`src/rtl/link_list_engine.sv`:
```
`default_nettype none
// link_list_engine: NUM_LISTS singly-linked lists plus a hardware free-node pool held in one external single-port RAM.
// Optional macro LINK_LIST_LEN_EN adds per-list length registers, early range checks and the resp_len port.
module link_list_engine #(
  parameter int ADDR_WIDTH = 16,
  parameter int DATA_WIDTH = 16,
  parameter int LIST_WIDTH = 2,
  parameter int NUM_NODES  = 64,
  parameter int NODE_BASE  = 2**LIST_WIDTH,
  parameter int IDX_WIDTH  = 8
) (
  input  logic                  clk,
  input  logic                  rst_n,
  output logic                  init_done,
  input  logic                  order_valid,
  output logic                  order_ready,
  input  logic [1:0]            order_op,
  input  logic [LIST_WIDTH-1:0] order_list,
  input  logic [IDX_WIDTH-1:0]  order_idx,
  input  logic [DATA_WIDTH-1:0] order_data,
  output logic                  resp_valid,
  input  logic                  resp_ready,
  output logic [1:0]            resp_status,
  output logic [DATA_WIDTH-1:0] resp_data,
`ifdef LINK_LIST_LEN_EN
  output logic [IDX_WIDTH:0]    resp_len,
`endif
  output logic [ADDR_WIDTH-1:0] ram_addr,
  output logic                  ram_we,
  output logic [DATA_WIDTH-1:0] ram_wdata,
  input  logic [DATA_WIDTH-1:0] ram_rdata
);
  localparam int NUM_LISTS = 2**LIST_WIDTH;
  localparam logic [ADDR_WIDTH-1:0] INIT_LEN = ADDR_WIDTH'(NUM_LISTS + NUM_NODES);
  localparam logic [ADDR_WIDTH-1:0] ONE      = ADDR_WIDTH'(1);
  localparam logic [1:0] OP_INSERT = 2'b00, OP_DELETE = 2'b01, OP_WRITE = 2'b10, OP_READ = 2'b11;
  localparam logic [1:0] ST_OK = 2'b00, ST_RANGE = 2'b01, ST_FULL = 2'b10;

  typedef enum logic [3:0] {
    S_INIT, S_IDLE, S_WALK_ISS, S_WALK_CAP, S_RD0_ISS, S_RD0_CAP,
    S_RD1_ISS, S_RD1_CAP, S_WR0, S_WR1, S_WR2, S_RESP
  } state_t;

  state_t                state, state_d;
  logic [ADDR_WIDTH-1:0] init_cnt, init_cnt_d, free_head, free_head_d;
  logic [ADDR_WIDTH-1:0] p, p_d, t, t_d, aux, aux_d;
  logic                  init_done_d;
  logic [1:0]            op, op_d, status, status_d;
  logic [IDX_WIDTH-1:0]  idx, idx_d, cnt, cnt_d;
  logic [DATA_WIDTH-1:0] data, data_d, rd_data, rd_data_d;
  logic [ADDR_WIDTH-1:0] addr_d, init_node, init_addr, init_link, rd_link;
  logic                  we_d;
  logic [DATA_WIDTH-1:0] wdata_d;

  assign rd_link     = ram_rdata[ADDR_WIDTH-1:0];
  assign order_ready = (state == S_IDLE) && init_done;
  assign resp_valid  = (state == S_RESP);
  assign resp_status = status;
  assign resp_data   = rd_data;

  // INIT entry k: head k cleared, then node j's next word chained to node j+1.
  assign init_node = init_cnt - ADDR_WIDTH'(NUM_LISTS);
  assign init_addr = (init_cnt < ADDR_WIDTH'(NUM_LISTS)) ? init_cnt
                   : ADDR_WIDTH'(NODE_BASE) + (init_node << 1) + ONE;
  assign init_link = ((init_cnt < ADDR_WIDTH'(NUM_LISTS)) || (init_cnt == INIT_LEN - ONE))
                   ? '0 : init_addr + ONE;

`ifdef LINK_LIST_LEN_EN
  logic [IDX_WIDTH:0]    len [NUM_LISTS];
  logic [LIST_WIDTH-1:0] list;
  logic                  len_inc, len_dec, early_err;

  assign early_err = (order_op == OP_INSERT) ? ({1'b0, order_idx} >  len[order_list])
                                             : ({1'b0, order_idx} >= len[order_list]);
  assign resp_len  = resp_valid ? len[list] : '0;

  always_ff @(posedge clk or negedge rst_n) begin
    if (!rst_n) begin
      list <= '0;
      for (int i = 0; i < NUM_LISTS; i++) len[i] <= '0;
    end else begin
      if (state == S_IDLE && order_valid) list <= order_list;
      if (state == S_INIT) begin
        for (int i = 0; i < NUM_LISTS; i++) len[i] <= '0;
      end else if (len_inc) begin
        len[list] <= len[list] + (IDX_WIDTH+1)'(1);
      end else if (len_dec) begin
        len[list] <= len[list] - (IDX_WIDTH+1)'(1);
      end
    end
  end
`endif

  always_comb begin
    state_d     = state;     init_cnt_d = init_cnt; init_done_d = init_done;
    free_head_d = free_head; op_d       = op;       idx_d       = idx;
    data_d      = data;      p_d        = p;        t_d         = t;
    cnt_d       = cnt;       aux_d      = aux;      rd_data_d   = rd_data;
    status_d    = status;
`ifdef LINK_LIST_LEN_EN
    len_inc = 1'b0;
    len_dec = 1'b0;
`endif
    case (state)
      S_INIT: begin
        if (init_cnt == INIT_LEN) begin
          state_d     = S_IDLE;
          init_done_d = 1'b1;
          free_head_d = ADDR_WIDTH'(NODE_BASE);
        end else begin
          init_cnt_d = init_cnt + ONE;
        end
      end
      S_IDLE: begin
        if (order_valid && order_ready) begin
          op_d      = order_op;
          idx_d     = order_idx;
          data_d    = order_data;
          p_d       = ADDR_WIDTH'(order_list);
          t_d       = '0;
          cnt_d     = '0;
          rd_data_d = '0;
          status_d  = ST_OK;
          state_d   = S_WALK_ISS;
`ifdef LINK_LIST_LEN_EN
          if (early_err) begin
            status_d = ST_RANGE;
            state_d  = S_RESP;
          end
`endif
        end
      end
      S_WALK_ISS: state_d = S_WALK_CAP;
      S_WALK_CAP: begin
        // After idx hops, the word at p is the link to the target (or the insertion point).
        if (cnt == idx) begin
          t_d = rd_link;
          if (op != OP_INSERT && rd_link == '0) begin
            status_d = ST_RANGE;
            state_d  = S_RESP;
          end else if (op == OP_INSERT && free_head == '0) begin
            status_d = ST_FULL;
            state_d  = S_RESP;
          end else begin
            state_d = S_RD0_ISS;
          end
        end else if (rd_link == '0) begin
          status_d = ST_RANGE;
          state_d  = S_RESP;
        end else begin
          p_d     = rd_link + ONE;
          cnt_d   = cnt + IDX_WIDTH'(1);
          state_d = S_WALK_ISS;
        end
      end
      S_RD0_ISS: state_d = S_RD0_CAP;
      S_RD0_CAP: begin
        case (op)
          OP_INSERT: begin aux_d = rd_link; state_d = S_WR0; end
          OP_DELETE: begin rd_data_d = ram_rdata; state_d = S_RD1_ISS; end
          OP_WRITE:  begin rd_data_d = ram_rdata; state_d = S_WR0; end
          default:   begin rd_data_d = ram_rdata; state_d = S_RESP; end
        endcase
      end
      S_RD1_ISS: state_d = S_RD1_CAP;
      S_RD1_CAP: begin aux_d = rd_link; state_d = S_WR0; end
      S_WR0:     state_d = (op == OP_WRITE) ? S_RESP : S_WR1;
      S_WR1: begin
        if (op == OP_DELETE) begin
          free_head_d = t;
          state_d     = S_RESP;
`ifdef LINK_LIST_LEN_EN
          len_dec = 1'b1;
`endif
        end else begin
          state_d = S_WR2;
        end
      end
      S_WR2: begin
        free_head_d = aux;
        state_d     = S_RESP;
`ifdef LINK_LIST_LEN_EN
        len_inc = 1'b1;
`endif
      end
      S_RESP:  if (resp_ready) state_d = S_IDLE;
      default: state_d = S_IDLE;
    endcase
  end

  // RAM strobes are registered: drive them from the state being entered and its register values.
  always_comb begin
    addr_d  = '0;
    we_d    = 1'b0;
    wdata_d = '0;
    case (state_d)
      S_INIT: begin
        we_d    = 1'b1;
        addr_d  = init_addr;
        wdata_d = DATA_WIDTH'(init_link);
      end
      S_WALK_ISS: addr_d = p_d;
      S_RD0_ISS:  addr_d = (op_d == OP_INSERT) ? free_head_d + ONE : t_d;
      S_RD1_ISS:  addr_d = t_d + ONE;
      S_WR0: begin
        we_d = 1'b1;
        case (op_d)
          OP_INSERT: begin addr_d = free_head_d; wdata_d = data_d; end
          OP_DELETE: begin addr_d = p_d; wdata_d = DATA_WIDTH'(aux_d); end
          default:   begin addr_d = t_d; wdata_d = data_d; end
        endcase
      end
      S_WR1: begin
        we_d = 1'b1;
        if (op_d == OP_DELETE) begin
          addr_d  = t_d + ONE;
          wdata_d = DATA_WIDTH'(free_head_d);
        end else begin
          addr_d  = free_head_d + ONE;
          wdata_d = DATA_WIDTH'(t_d);
        end
      end
      S_WR2: begin
        we_d    = 1'b1;
        addr_d  = p_d;
        wdata_d = DATA_WIDTH'(free_head_d);
      end
      default: ;
    endcase
  end

  always_ff @(posedge clk or negedge rst_n) begin
    if (!rst_n) begin
      state <= S_INIT;  init_cnt <= '0; init_done <= 1'b0; free_head <= '0;
      op    <= '0;      idx      <= '0; data      <= '0;   p         <= '0;
      t     <= '0;      cnt      <= '0; aux       <= '0;   rd_data   <= '0;
      status <= '0;     ram_addr <= '0; ram_we    <= 1'b0; ram_wdata <= '0;
    end else begin
      state <= state_d; init_cnt <= init_cnt_d; init_done <= init_done_d; free_head <= free_head_d;
      op    <= op_d;    idx      <= idx_d;      data      <= data_d;      p         <= p_d;
      t     <= t_d;     cnt      <= cnt_d;      aux       <= aux_d;       rd_data   <= rd_data_d;
      status <= status_d; ram_addr <= addr_d;   ram_we    <= we_d;        ram_wdata <= wdata_d;
    end
  end
endmodule
`default_nettype wire

```
`config.mk`:
```
export PLATFORM = sky130hd
export DESIGN_NAME = link_list_engine
export DESIGN_NICKNAME = d
export VERILOG_FILES = /design/src/rtl/link_list_engine.sv
export SDC_FILE = /design/constraint.sdc
export NUM_CORES = 1
export LEC_CHECK = 0
export CELL_PAD_IN_SITES_DETAIL_PLACEMENT = 2
export CELL_PAD_IN_SITES_GLOBAL_PLACEMENT = 2
export CORE_UTILIZATION = 36
export DETAILED_ROUTE_END_ITERATION = 7
export HOLD_SLACK_MARGIN = 0.05
export PLACE_DENSITY = 0.86
export SYNTH_ARGS = -nofsm -noshare
export SYNTH_HDL_FRONTEND = slang
export SYNTH_SLANG_ARGS = --single-unit
```
`constraint.sdc`:
```
create_clock -name clk -period 3.7 [get_ports clk]
set_clock_uncertainty 0.2 [all_clocks]
set_input_delay 0.74 -clock clk [delete_from_list [all_inputs] [get_ports clk]]
set_output_delay 0.74 -clock clk [all_outputs]
set_load 0.02 [all_outputs]
```
==> flow_metrics.env <==
export IMPL_required_ps=3830
export IMPL_clock_root_buffer="clkbuf_16"
export IMPL_worst_slew_pin_slew_ps=1030
export IMPL_cap_violations=0
export IMPL_status="complete, but fails checks"
export IMPL_cts_hold_buffers=0
export IMPL_slew_violations=0
export IMPL_yosysSeqAreaShare=0.408
export IMPL_min_period_ps=3870
export IMPL_totalWireLength_um=61700
export IMPL_violations="setup timing"
export IMPL_synth_edf_count=0
export IMPL_netlist_area_um2=10400
export IMPL_clk_pin_slew_worst_paths_ps=90
export IMPL_initial_core_util=0.370
export IMPL_synthFlopType="dfrtp_1"
export IMPL_cts_sinks=170
export IMPL_coreArea_um2=28200
export IMPL_gp_congestion=0.951
export IMPL_grt_util_all_layers=0.397
export IMPL_post_drt_wl_per_cell_um=34.0
export IMPL_ys_seq_elements=170
export IMPL_drc_errors=0
export IMPL_start_kind="register"
export IMPL_grt_max_degree=63
export IMPL_vias=12000
export IMPL_cts_tree="done"
export IMPL_numCtsBuffers=17
export IMPL_finalHoldViolations=0
export IMPL_final_cells=1816
export IMPL_placed_cells=1770
export IMPL_endpoint_kind="register"
export IMPL_die_y_um=172
export IMPL_cp_arrival_ps=4010
export IMPL_syn_avg_cell_area_um2=9.02
export IMPL_power_leakage_uw=0.00640
export IMPL_first_pass_iters=7
export IMPL_viasPerCell=6.58
export IMPL_nets=1483
export IMPL_hpwl_um=39400
export IMPL_drive_above_1_share=0.233
export IMPL_synth_cell_types=98
export IMPL_syn_num_nets=1216
export IMPL_die_w_um=172
export IMPL_grt_overflow=0
export IMPL_yosysWarnings=0
export IMPL_powerDensity_nw_per_um2=851
export IMPL_num_io_pins=102
export IMPL_insertion_delay_ps=480
export IMPL_cts_buffer_depth=2
export IMPL_grt_pass1_vias=12700
export IMPL_setup_viol=9
export IMPL_port_buffers=101
export IMPL_hp_class="in -> async"
export IMPL_synthToLayoutAreaGrowth_pct=35.1
export IMPL_path_class="reg -> reg"
export IMPL_grt_pass1_wl_um=85000
export IMPL_post_route_period_util=1.05
export IMPL_dieArea_um2=29600
export IMPL_ir_drop_uv=453
export IMPL_rows=61
export IMPL_rr_startpoint="cnt[1]"
export IMPL_antenna_found_initial=4
export IMPL_placed_area_um2=13200
export IMPL_max_freq_mhz=258
export IMPL_htree_levels=4
export IMPL_synthArstFlopShare=1.00
export IMPL_crit_fanout=5
export IMPL_dpl_worst_slack_ps=-439
export IMPL_antenna_left=0
export IMPL_syn_inst=1155
export IMPL_startpoint="cnt[1]"
export IMPL_maxSlewHeadroom=0.306
export IMPL_design_area_um2=14100
export IMPL_setup_slack_ps=-173
export IMPL_drt_initial_drc_count=1312
## repair_timing
| action | 4_1_cts | 5_1_grt |
|---|---|---|
| gates resized for setup | 15 | 27 |
| setup endpoints to repair | 14 | 21 |
| setup buffers | 3 | 8 |
| pin swaps | 4 | 10 |
## critical path: stages (launching register included)
cell	delay [ps]
dfrtp_1	480
xnor2_1	320
nand4_2	330
nor2_4	280
buf_4	180
o21bai_4	90
a22oi_4	270
inv_6	70
ha_1	260
o2111ai_1	200
buf_4	300
nor2_1	110
and3_1	150
o21ai_0	300
o211ai_1	150
## synth_stat cells, types with 6 or more instances
| cell type | n | share of area |
|---|---|---|
| nand2_1 | 191 | 0.069 |
| dfrtp_1 | 170 | 0.41 |
| nor2_1 | 80 | 0.029 |
| o21ai_0 | 59 | 0.028 |
| inv_1 | 50 | 0.018 |
| xnor2_1 | 49 | 0.041 |
| nand3_1 | 38 | 0.018 |
| xor2_1 | 33 | 0.028 |
| a21oi_1 | 32 | 0.015 |
| clkbuf_1 | 32 | 0.012 |
| a22oi_1 | 26 | 0.019 |
| a22o_1 | 25 | 0.021 |
| nor3_1 | 23 | 0.011 |
| buf_2 | 19 | 0.0091 |
| o22ai_1 | 19 | 0.011 |
| nand4_1 | 17 | 0.010 |
| nor4_1 | 16 | 0.0096 |
| and3_1 | 14 | 0.0084 |
| ha_1 | 13 | 0.016 |
| o21ai_1 | 13 | 0.0062 |
| a221o_1 | 12 | 0.012 |
| mux2i_1 | 12 | 0.012 |
| a222oi_1 | 10 | 0.0096 |
| o211ai_1 | 10 | 0.0072 |
| nand2b_1 | 9 | 0.0054 |
| o32ai_1 | 9 | 0.0076 |
| a211oi_1 | 8 | 0.0058 |
| o221ai_1 | 8 | 0.0067 |
| or2_2 | 8 | 0.0048 |
| mux2_2 | 7 | 0.0076 |
| buf_1 | 6 | 0.0022 |
| nor2b_1 | 6 | 0.0036 |
## where the power goes
part	switching [uW]	internal (uW)
logic	4460	2620
clock network	1110	946
registers	502	2340
## layer usage
layer	global-route usage	up-vias	routed length [um]
met3	0.0895	363	5530
met5	0	-	13
li1	-	4709	-
met4	0.269	2	5190
met1	0.436	6089	21800
met2	0.683	792	29200
## placed cells by master (no fill, tap or decap), drive strengths merged, types with 11 or more instances in the layout
cell type,netlist,routed
inv,52,61
nand3,43,43
clkdlybuf4s50,0,100
xor2,33,33
a221o,13,13
a22oi,28,28
ha,13,13
xnor2,54,54
nor2,82,82
dfrtp,170,170
mux2i,12,12
nor3,25,25
o22ai,19,19
a22o,25,25
nand2,192,192
nor4,23,23
a21oi,32,32
o221ai,11,11
o21ai,74,74
clkbuf,33,17
nand4,20,20
and3,15,15
buf,33,214
## final timing paths
check | to | slack (ps) | cells after the start
setup / recovery | ram_addr[14] | -170 | 14
hold / removal | idx[4] | 40 | 1
setup reg to reg | ram_addr[14] | -170 | 14
hold reg to reg | init_cnt[15] | 300 | 1
max in group asynchronous | ram_wdata[15] | 2330 | 2
min in group clk | init_cnt[15] | 300 | 1
## stage by stage
stage / util / power (uW) / TNS [ps] / hold WS (ps)
6_report: 0.500 / 12000 / -601 / 44.6
4_1_cts: 0.494 / 11300 / 0 / 81.5
3_5_place_dp: 0.468 / 8960 / -9430 / 270
3_3_place_gp: 0.468 / 8550 / -4820 / 261
2_1_floorplan: - / 5880 / 0 / 240
5_1_grt: 0.500 / 12200 / -874 / 91.2
## registers in the layout, summed over array words and instances (netlist names)
signal	flops
p	16
state	4
init_cnt	16
aux	16
init_done	1
resp_data	16
free_head	16
cnt	8
t	16
ram_wdata	16
idx	8
ram_addr	16
op	2
ram_we	1
resp_status	2
data	16
## kinds of logic after synthesis
logic type | synth area share
mux | 0.0191
compound gates | 0.205
buf+inv | 0.0506
flops | 0.408
simple gates | 0.224
fa+ha+maj | 0.0156
xor+xnor | 0.0778
## area by class of cell
cell class              count  area, um^2
diodes                      3        7.51
clock buffers              17         425
clock inverters            15         205
fillers                  2895       14100
inverters                  52         203
multi-input cells         867        5810
flip-flops and latches    170        4260
well taps                 378         473
repair buffers            314        2700
Note: power is estimated with default switching activity, not from simulation.
